[src/rtl/regfile_port_sequencer.sv]
// Sequencer that owns the single shared register-file port: two reads per
// operand request, with ALU writebacks slotted in whenever the port is idle.
module regfile_port_sequencer #(
  parameter int          WIDTH     = 16,
  parameter int          ASEL      = 6,
  parameter logic [1:0]  MODE_NONE = 2'b00,
  parameter logic [1:0]  MODE_IN   = 2'b01,
  parameter logic [1:0]  MODE_OUT  = 2'b10
) (
  input  logic             clk,
  input  logic             clear,
  input  logic             req_valid,
  output logic             req_ready,
  input  logic [ASEL-1:0]  req_src1,
  input  logic [ASEL-1:0]  req_src2,
  input  logic [ASEL-1:0]  req_dest,
  input  logic             req_one_src,
  output logic             op_valid,
  input  logic             op_ready,
  output logic [WIDTH-1:0] op_a,
  output logic [WIDTH-1:0] op_b,
  output logic [ASEL-1:0]  op_dest,
  input  logic             wb_valid,
  output logic             wb_ready,
  input  logic [ASEL-1:0]  wb_reg,
  input  logic [WIDTH-1:0] wb_data,
  output logic [ASEL-1:0]  rf_sel,
  output logic [1:0]       rf_mode,
  output logic [WIDTH-1:0] rf_wdata,
  input  logic [WIDTH-1:0] rf_rdata
);

  typedef enum logic [2:0] {
    IDLE,
    RD1,
    RD2,
    CAP2,
    PRESENT
  } state_e;

  state_e           state_q, state_d;
  logic [ASEL-1:0]  src1_q, src1_d;
  logic [ASEL-1:0]  src2_q, src2_d;
  logic [ASEL-1:0]  dest_q, dest_d;
  logic             one_src_q, one_src_d;
  logic [WIDTH-1:0] op_a_q, op_a_d;
  logic [WIDTH-1:0] op_b_q, op_b_d;
  logic             op_valid_q, op_valid_d;

  always_ff @(posedge clk or posedge clear) begin
    if (clear) begin
      state_q    <= IDLE;
      src1_q     <= '0;
      src2_q     <= '0;
      dest_q     <= '0;
      one_src_q  <= 1'b0;
      op_a_q     <= '0;
      op_b_q     <= '0;
      op_valid_q <= 1'b0;
    end else begin
      state_q    <= state_d;
      src1_q     <= src1_d;
      src2_q     <= src2_d;
      dest_q     <= dest_d;
      one_src_q  <= one_src_d;
      op_a_q     <= op_a_d;
      op_b_q     <= op_b_d;
      op_valid_q <= op_valid_d;
    end
  end

  // rf_rdata is registered by the register file, so each read's data is
  // captured one state after the state that issued it.
  always_comb begin
    state_d    = state_q;
    src1_d     = src1_q;
    src2_d     = src2_q;
    dest_d     = dest_q;
    one_src_d  = one_src_q;
    op_a_d     = op_a_q;
    op_b_d     = op_b_q;
    op_valid_d = op_valid_q;
    req_ready  = 1'b0;
    wb_ready   = 1'b0;
    rf_sel     = '0;
    rf_mode    = MODE_NONE;
    rf_wdata   = '0;

    case (state_q)
      IDLE: begin
        wb_ready = 1'b1;
        if (wb_valid) begin
          rf_mode  = MODE_IN;
          rf_sel   = wb_reg;
          rf_wdata = wb_data;
        end else begin
          req_ready = 1'b1;
          if (req_valid) begin
            src1_d    = req_src1;
            src2_d    = req_src2;
            dest_d    = req_dest;
            one_src_d = req_one_src;
            state_d   = RD1;
          end
        end
      end
      RD1: begin
        rf_mode = MODE_OUT;
        rf_sel  = src1_q;
        state_d = one_src_q ? CAP2 : RD2;
      end
      RD2: begin
        rf_mode = MODE_OUT;
        rf_sel  = src2_q;
        op_a_d  = rf_rdata;
        state_d = CAP2;
      end
      CAP2: begin
        if (one_src_q) begin
          op_a_d = rf_rdata;
          op_b_d = '0;
        end else begin
          op_b_d = rf_rdata;
        end
        op_valid_d = 1'b1;
        state_d    = PRESENT;
      end
      PRESENT: begin
        // Port is unused while the ALU holds off, so writebacks may proceed.
        wb_ready = 1'b1;
        if (wb_valid) begin
          rf_mode  = MODE_IN;
          rf_sel   = wb_reg;
          rf_wdata = wb_data;
        end
        if (op_ready) begin
          op_valid_d = 1'b0;
          state_d    = IDLE;
        end
      end
      default: state_d = IDLE;
    endcase
  end

  assign op_valid = op_valid_q;
  assign op_a     = op_a_q;
  assign op_b     = op_b_q;
  assign op_dest  = dest_q;

endmodule

[config.mk]
export PLATFORM = sky130hd
export DESIGN_NAME = regfile_port_sequencer
export DESIGN_NICKNAME = d
export VERILOG_FILES = /design/src/rtl/regfile_port_sequencer.sv
export SDC_FILE = /design/constraint.sdc
export NUM_CORES = 1
export LEC_CHECK = 0
export ABC_AREA = 0
export ABC_CLOCK_PERIOD_IN_PS = 1550
export CAP_MARGIN = 20
export CORE_MARGIN = 4
export CORE_UTILIZATION = 36
export DETAILED_ROUTE_END_ITERATION = 16
export GPL_TIMING_DRIVEN = 0
export PLACE_DENSITY = 0.77
export SYNTH_ARGS = -nofsm -noshare
export SYNTH_HDL_FRONTEND = slang
export SYNTH_SLANG_ARGS = --single-unit
[constraint.sdc]
create_clock -name clk -period 1.55 [get_ports clk]
set_input_delay 0.155 -clock clk [delete_from_list [all_inputs] [get_ports clk]]
set_output_delay 0.155 -clock clk [all_outputs]
set_load 0.01 [all_outputs]
==> impl_metrics.json, run 1 <==
{
  "grt_use_total": 0.1631,
  "stdcell_count": 434,
  "final_common_cell": "clkdlybuf4s50_1",
  "seq_power_share": 0.298,
  "cts_buffers": 5,
  "syn_nets": 269,
  "slew_viol_final": 0,
  "reg2regPathDepth": 6,
  "violations": "negative setup slack",
  "die-area_sq_um": 8238,
  "fmax_mhz": 585.0,
  "n_antenna_cell": 0,
  "relSlewSlack": 0.6915,
  "final_antenna_net_count": 0,
  "fin_nets": 418,
  "firstDrtPassIters": 4,
  "ys_types": 23,
  "p_leak_nw": 2.010,
  "clk_latency_ns": 0.31,
  "power_switching_w": 0.002813,
  "clockBufferDepth": 2,
  "cts_tree": "built",
  "wirelength_mm": 7.061,
  "start_kind": "flip-flop",
  "fillers": 487,
  "yosysSeqAreaShare": 0.5581,
  "portBuffers": 126,
  "drive_gt1_frac": 0.3613,
  "critPathMostFrequentCell": "buf_6",
  "ys.warnings.count": 0,
  "fin_crit_sh": 1.103,
  "wl_per_cell_um": 16.27,
  "critPathTopFamily": "buffers and inverters",
  "timing.final.ws_setup_ns": -0.1594,
  "drt-initial-drc-count": 59,
  "worst-path-buf-inv": 4,
  "ff2ff_setup_slack_ns": -0.14,
  "power.internal_w": 0.005690,
  "gp_congestion": 0.7830,
  "final_cell_mix": "clkdlybuf4s50_1, dfrtp_1, buf_6",
  "end_kind": "primary output",
  "synthCells": 207,
  "switching_share": 0.3308,
  "p_per_area_nw_per_um2": 1928,
  "status": "finished with violations",
  "ios": 127,
  "finalClockSkew_ns": 0.006423,
  "synth_edf_count": 0,
  "maxCapViolCount": 0,
  "post-route-util": 0.6791,
  "ys_ff_latch": 55,
  "cts_root_buffer": "clkbuf_8",
  "slowest_stage": "dfrtp_1",
  "grt_setup_unrepaired": "yes",
  "yosys_most_used_dff": "dfrtp_1",
  "dp_hpwl_mm": 4.841,
  "worst_slew_pin_slew_ns": 0.4620,
  "syn_area_sq_um": 2466,
  "die_w_um": 90.77,
  "hold_violations": 0,
  "crit_type": "reg2out",
  "rr_endpoint": "src2_q[1]$_DFFE_PP0P_",
  "via_per_inst": 4.832,
  "ir_drop_mv": 0.8241,
  "antenna_found_initial": 0,
  "syn_avg_cell_area_sq_um": 11.91,
  "hold_class": "in2async",
  "std_cell_rows": 29,
  "grt_overflow_total": 0,
  "r2r-start": "state_q[0]$_DFFE_PP0P_",
  "tns_ns": -5.557,
  "setup-violations-final": 44,
  "synthArstFlopShare": 1.000,
  "die_h_um": 90.77,
  "clkSinkCount": 55,
  "area_delta_synth_final_pct": 78.84,
  "crit_required_ns": 1.39,
  "critPathArrivalTime_ns": 1.55,
  "final_area_sq_um": 4410,
  "clk_pin_slew_ns": 0.10,
  "drc": 0,
  "dp.cells": 411,
  "pwr-share-comb": 0.588,
  "layout_min_cycle_time_ns": 1.709,
  "grt_first_pass_wirelength_mm": 10.98,
  "place_area_sq_um": 3851,
  "cp_max_fo": 7,
  "postCtsHoldBufs": 0,
  "vias": 2097,
  "core_area_sq_um": 6495,
  "cp_cell_sequence": "buf_6, nor3b_4, buf_6, buf_8, and2_4, buf_6",
  "initial_core_util": 0.3797,
  "grt_max_degree": 37,
  "grt_pass1_vias": 2178,
  "pwr-share-clk": 0.114,
  "cts_max_level": 2,
  "cpPeakStageDelay_ns": 0.39
}
-- flip-flops by register name, indices dropped and copies added (netlist names) --
name,count
op_dest,6
src1_q,6
op_valid,1
op_a,16
src2_q,6
op_b,16
state_q,3
one_src_q,1
-- metrics by stage --
step                      hold slack [ns]  setup slack, ns  power, W
after global routing               0.2122          -0.2415  0.008988
after detailed placement           0.4699          -0.8318  0.006496
after floorplan                    0.2954         -0.05201  0.004515
after global placement             0.4631          -0.9976  0.006392
final                              0.1718          -0.1594  0.008503
after CTS                          0.1817          -0.1883  0.007910
-- power by group through the flow --
stage | Clock, W | Sequential (W) | Combinational, W
3_3_place_gp | 0 | 0.00247 | 0.00392
4_1_cts | 0.000989 | 0.00252 | 0.00440
3_5_place_dp | 0 | 0.00249 | 0.00401
6_report | 0.000971 | 0.00254 | 0.00500
5_1_grt | 0.00105 | 0.00263 | 0.00531
2_1_floorplan | 0 | 0.00267 | 0.00184
-- final cells by class --
| type | count | area, sq um | share of cell area |
|---|---|---|---|
| plain buffers | 11 | 113.9 | 0.02582 |
| clock buffers | 5 | 68.82 | 0.01560 |
| clock inverters | 3 | 46.29 | 0.01050 |
| inverters | 3 | 13.76 | 0.003121 |
| multi-input cells | 137 | 1187 | 0.2692 |
| flip-flops and latches | 55 | 1376 | 0.3121 |
| well taps | 77 | 96.34 | 0.02184 |
| repair buffers | 143 | 1508 | 0.3418 |
-- worst reg2reg max path, cell delays in order (launching register included) --
cell and delay [ns]:
dfrtp_1 0.39, buf_6 0.15, buf_6 0.12, nor4_4 0.31, nand2_4 0.15, buf_12 0.17, mux2_4 0.30
-- worst max path at each step --
stage	from	slack [ns]	endpoint	cells after the start
2_1_floorplan	state_q[0]$_DFFE_PP0P_	-0.05	op_dest[0]$_DFFE_PP0P_	5
3_3_place_gp	clear	-1.0	op_a[14]$_DFFE_PP0P_	2
3_5_place_dp	wb_valid	-0.83	rf_sel[0]	6
4_1_cts	state_q[0]$_DFFE_PP0P_	-0.19	rf_wdata[14]	6
5_1_grt	state_q[1]$_DFFE_PP0P_	-0.24	rf_wdata[13]	6
6_report	state_q[1]$_DFFE_PP0P_	-0.16	rf_wdata[13]	6
-- cells in the mapped netlist (all sizes together), types with 3 or more instances --
cell type,number,area [sq um]
a21oi,3,15.01
a22oi,6,45.04
and2,16,100.1
buf,5,42.53
clkbuf,7,26.28
dfrtp,55,1376
inv,3,11.26
mux2,35,431.7
nand2,30,120.1
nand2b,16,100.1
nand3b,4,30.03
nor3b,3,22.52
o21ai,17,85.08
-- cell families (layout without fill, tap and decap cells) --
| family | count (synthesis) | after routing | synth area share |
|---|---|---|---|
| muxes | 35 | 35 | 0.1750 |
| DFF | 55 | 55 | 0.5581 |
| and+or+nand+nor | 75 | 75 | 0.1705 |
| buffers and inverters | 15 | 165 | 0.03247 |
| AOI/OAI and AO/OA | 27 | 27 | 0.06392 |
-- layer usage --
metal  vias to the layer above  track usage  wire length, um
met5                         -            0                0
met4                         0      0.03444              106
met3                        11      0.05167              470
met2                        80       0.2860             3470
met1                      1012       0.1955             3013
li1                        994            -                -
-- timing repair --
| item | 4_1_cts | 5_1_grt |
|---|---|---|
| gates cloned | 3 | 1 |
| endpoints found under the setup margin | 47 | 55 |
| gates resized for setup | 145 | 57 |
| setup buffers | 11 | 3 |
| hold endpoints to repair | 0 | 0 |
| pin swaps | 23 | 8 |
No activity file was read; power rests on OpenSTA's default activity.
==> run 2: changes to the inputs <==
Settings changed: CORE_ASPECT_RATIO from default to 0.6.
==> impl_metrics.json, run 2 (synthesized netlist as in run 1, its figures left out) <==
{
  "status": "finished with violations",
  "violations": "negative setup slack",
  "vias": 2088,
  "die-area_sq_um": 8282,
  "fillers": 536,
  "fin_total_pwr_w": 0.008455,
  "maxCapViolCount": 0,
  "rr_endpoint": "src2_q[3]$_DFFE_PP0P_",
  "critPathArrivalTime_ns": 1.53,
  "crit_required_ns": 1.39,
  "drc": 0,
  "start_kind": "flip-flop",
  "post-route-util": 0.6610,
  "slowest_stage": "dfrtp_1",
  "grt_max_degree": 35,
  "p_per_area_nw_per_um2": 1924,
  "postCtsHoldBufs": 0,
  "via_per_inst": 4.724,
  "worst_slew_pin_slew_ns": 0.5074,
  "clkSinkCount": 55,
  "fin_crit_sh": 1.084,
  "tns_ns": -3.876,
  "post-place-ws_ns": -0.9731,
  "grt_setup_unrepaired": "yes",
  "ir_drop_mv": 0.8667,
  "dp_hpwl_mm": 5.126,
  "grt_use_total": 0.1696,
  "grt_pass1_vias": 2281,
  "critPathMostFrequentCell": "buf_6",
  "final_antenna_net_count": 0,
  "relSlewSlack": 0.6612,
  "finalClockSkew_ns": 0.003482,
  "hold_violations": 0,
  "regArea_sq_um": 1376,
  "cp_cell_sequence": "buf_6, buf_12, nor3b_4, buf_6, a22oi_1, nand2_1, buf_2",
  "slew_viol_final": 0,
  "area_delta_synth_final_pct": 78.18,
  "gp_congestion": 0.7127,
  "multiInputGateArea_sq_um": 1175,
  "clk_pin_slew_ns": 0.07,
  "final_cell_mix": "clkdlybuf4s50_1, dfrtp_1, buf_6",
  "drt-initial-drc-count": 46,
  "n_antenna_cell": 0,
  "layout_min_cycle_time_ns": 1.681,
  "cpPeakStageDelay_ns": 0.39,
  "grt_first_pass_wirelength_mm": 11.21,
  "end_kind": "primary output",
  "fmax_mhz": 595.0,
  "clk_latency_ns": 0.28,
  "r2r-start": "state_q[1]$_DFFE_PP0P_",
  "portBuffers": 126,
  "die_w_um": 114.9,
  "cts_tree": "built",
  "antenna_found_initial": 0,
  "hold_class": "in2async",
  "clockBufferDepth": 2,
  "drive_gt1_frac": 0.3606,
  "std_cell_rows": 23,
  "initial_core_util": 0.3710,
  "crit_type": "reg2out",
  "grt_overflow_total": 0,
  "stdcell_count": 442,
  "core_area_sq_um": 6648,
  "setup-violations-final": 44,
  "cts_max_level": 2,
  "cts_root_buffer": "clkbuf_16",
  "die_h_um": 72.11,
  "dp.cells": 421,
  "cts_buffers": 5,
  "wirelength_mm": 7.150,
  "fin_nets": 418,
  "final_common_cell": "clkdlybuf4s50_1",
  "firstDrtPassIters": 4,
  "wl_per_cell_um": 16.18,
  "cp_max_fo": 8,
  "reg2regPathDepth": 6,
  "ff2ff_setup_slack_ns": -0.10,
  "p_leak_nw": 1.992,
  "ios": 127,
  "timing.final.ws_setup_ns": -0.1307
}
==> run 2: routing by layer <==
layer	track usage	wire (um)
met1	0.2327	3188
met2	0.2545	3220
met3	0.06750	681
met4	0.03906	59
met5	0	0
==> run 2: repair_timing <==
item / in CTS / in global routing
setup buffers: 13 / 2
gates cloned: 2 / 0
pin swaps: 22 / 13
hold endpoints to repair: 0 / 0
gates resized for setup: 148 / 52
endpoints found under the setup margin: 53 / 78
==> run 2: how the worst max path moves through the flow <==
stage | startpoint | slack, ns | depth (start not counted) | endpoint
3_5_place_dp | wb_valid | -0.97 | 5 | rf_wdata[13]
2_1_floorplan | state_q[0]$_DFFE_PP0P_ | -0.05 | 5 | op_dest[0]$_DFFE_PP0P_
4_1_cts | state_q[0]$_DFFE_PP0P_ | -0.13 | 7 | rf_sel[1]
5_1_grt | state_q[0]$_DFFE_PP0P_ | -0.20 | 7 | rf_sel[5]
6_report | state_q[0]$_DFFE_PP0P_ | -0.13 | 7 | rf_sel[3]
3_3_place_gp | clear | -0.99 | 2 | op_a[15]$_DFFE_PP0P_
==> run 2: layout make-up <==
type,instances,area share
Buffer,11,0.02705
Multi-Input combinational cell,137,0.2674
Inverter,3,0.002563
Sequential cell,55,0.3132
Tap cell,87,0.02477
Timing Repair Buffer,143,0.3349
Clock inverter,1,0.001708
Clock buffer,5,0.02847
==> run 2: power breakdown <==
| group | switching, W | internal (W) |
|---|---|---|
| clock network | 0.000468 | 0.000581 |
| registers | 0.000431 | 0.00213 |
| logic | 0.00187 | 0.00298 |
==> run 2: worst max-delay path, delay by kind of cell (launching register included) <==
| family | cells | cell delay, ns |
|---|---|---|
| AO/OA/AOI/OAI | 1 | 0.07 |
| buffers and inverters | 4 | 0.55 |
| AND/OR/NAND/NOR | 2 | 0.24 |
| flip-flops | 1 | 0.39 |
==> run 2: metrics by stage <==
step	hold WS, ns	instance area, sq um
2_1_floorplan	0.2954	2474
3_3_place_gp	0.4598	3844
3_5_place_dp	0.4698	3864
4_1_cts	0.2236	4214
5_1_grt	0.2505	4394
6_report	0.2204	4394
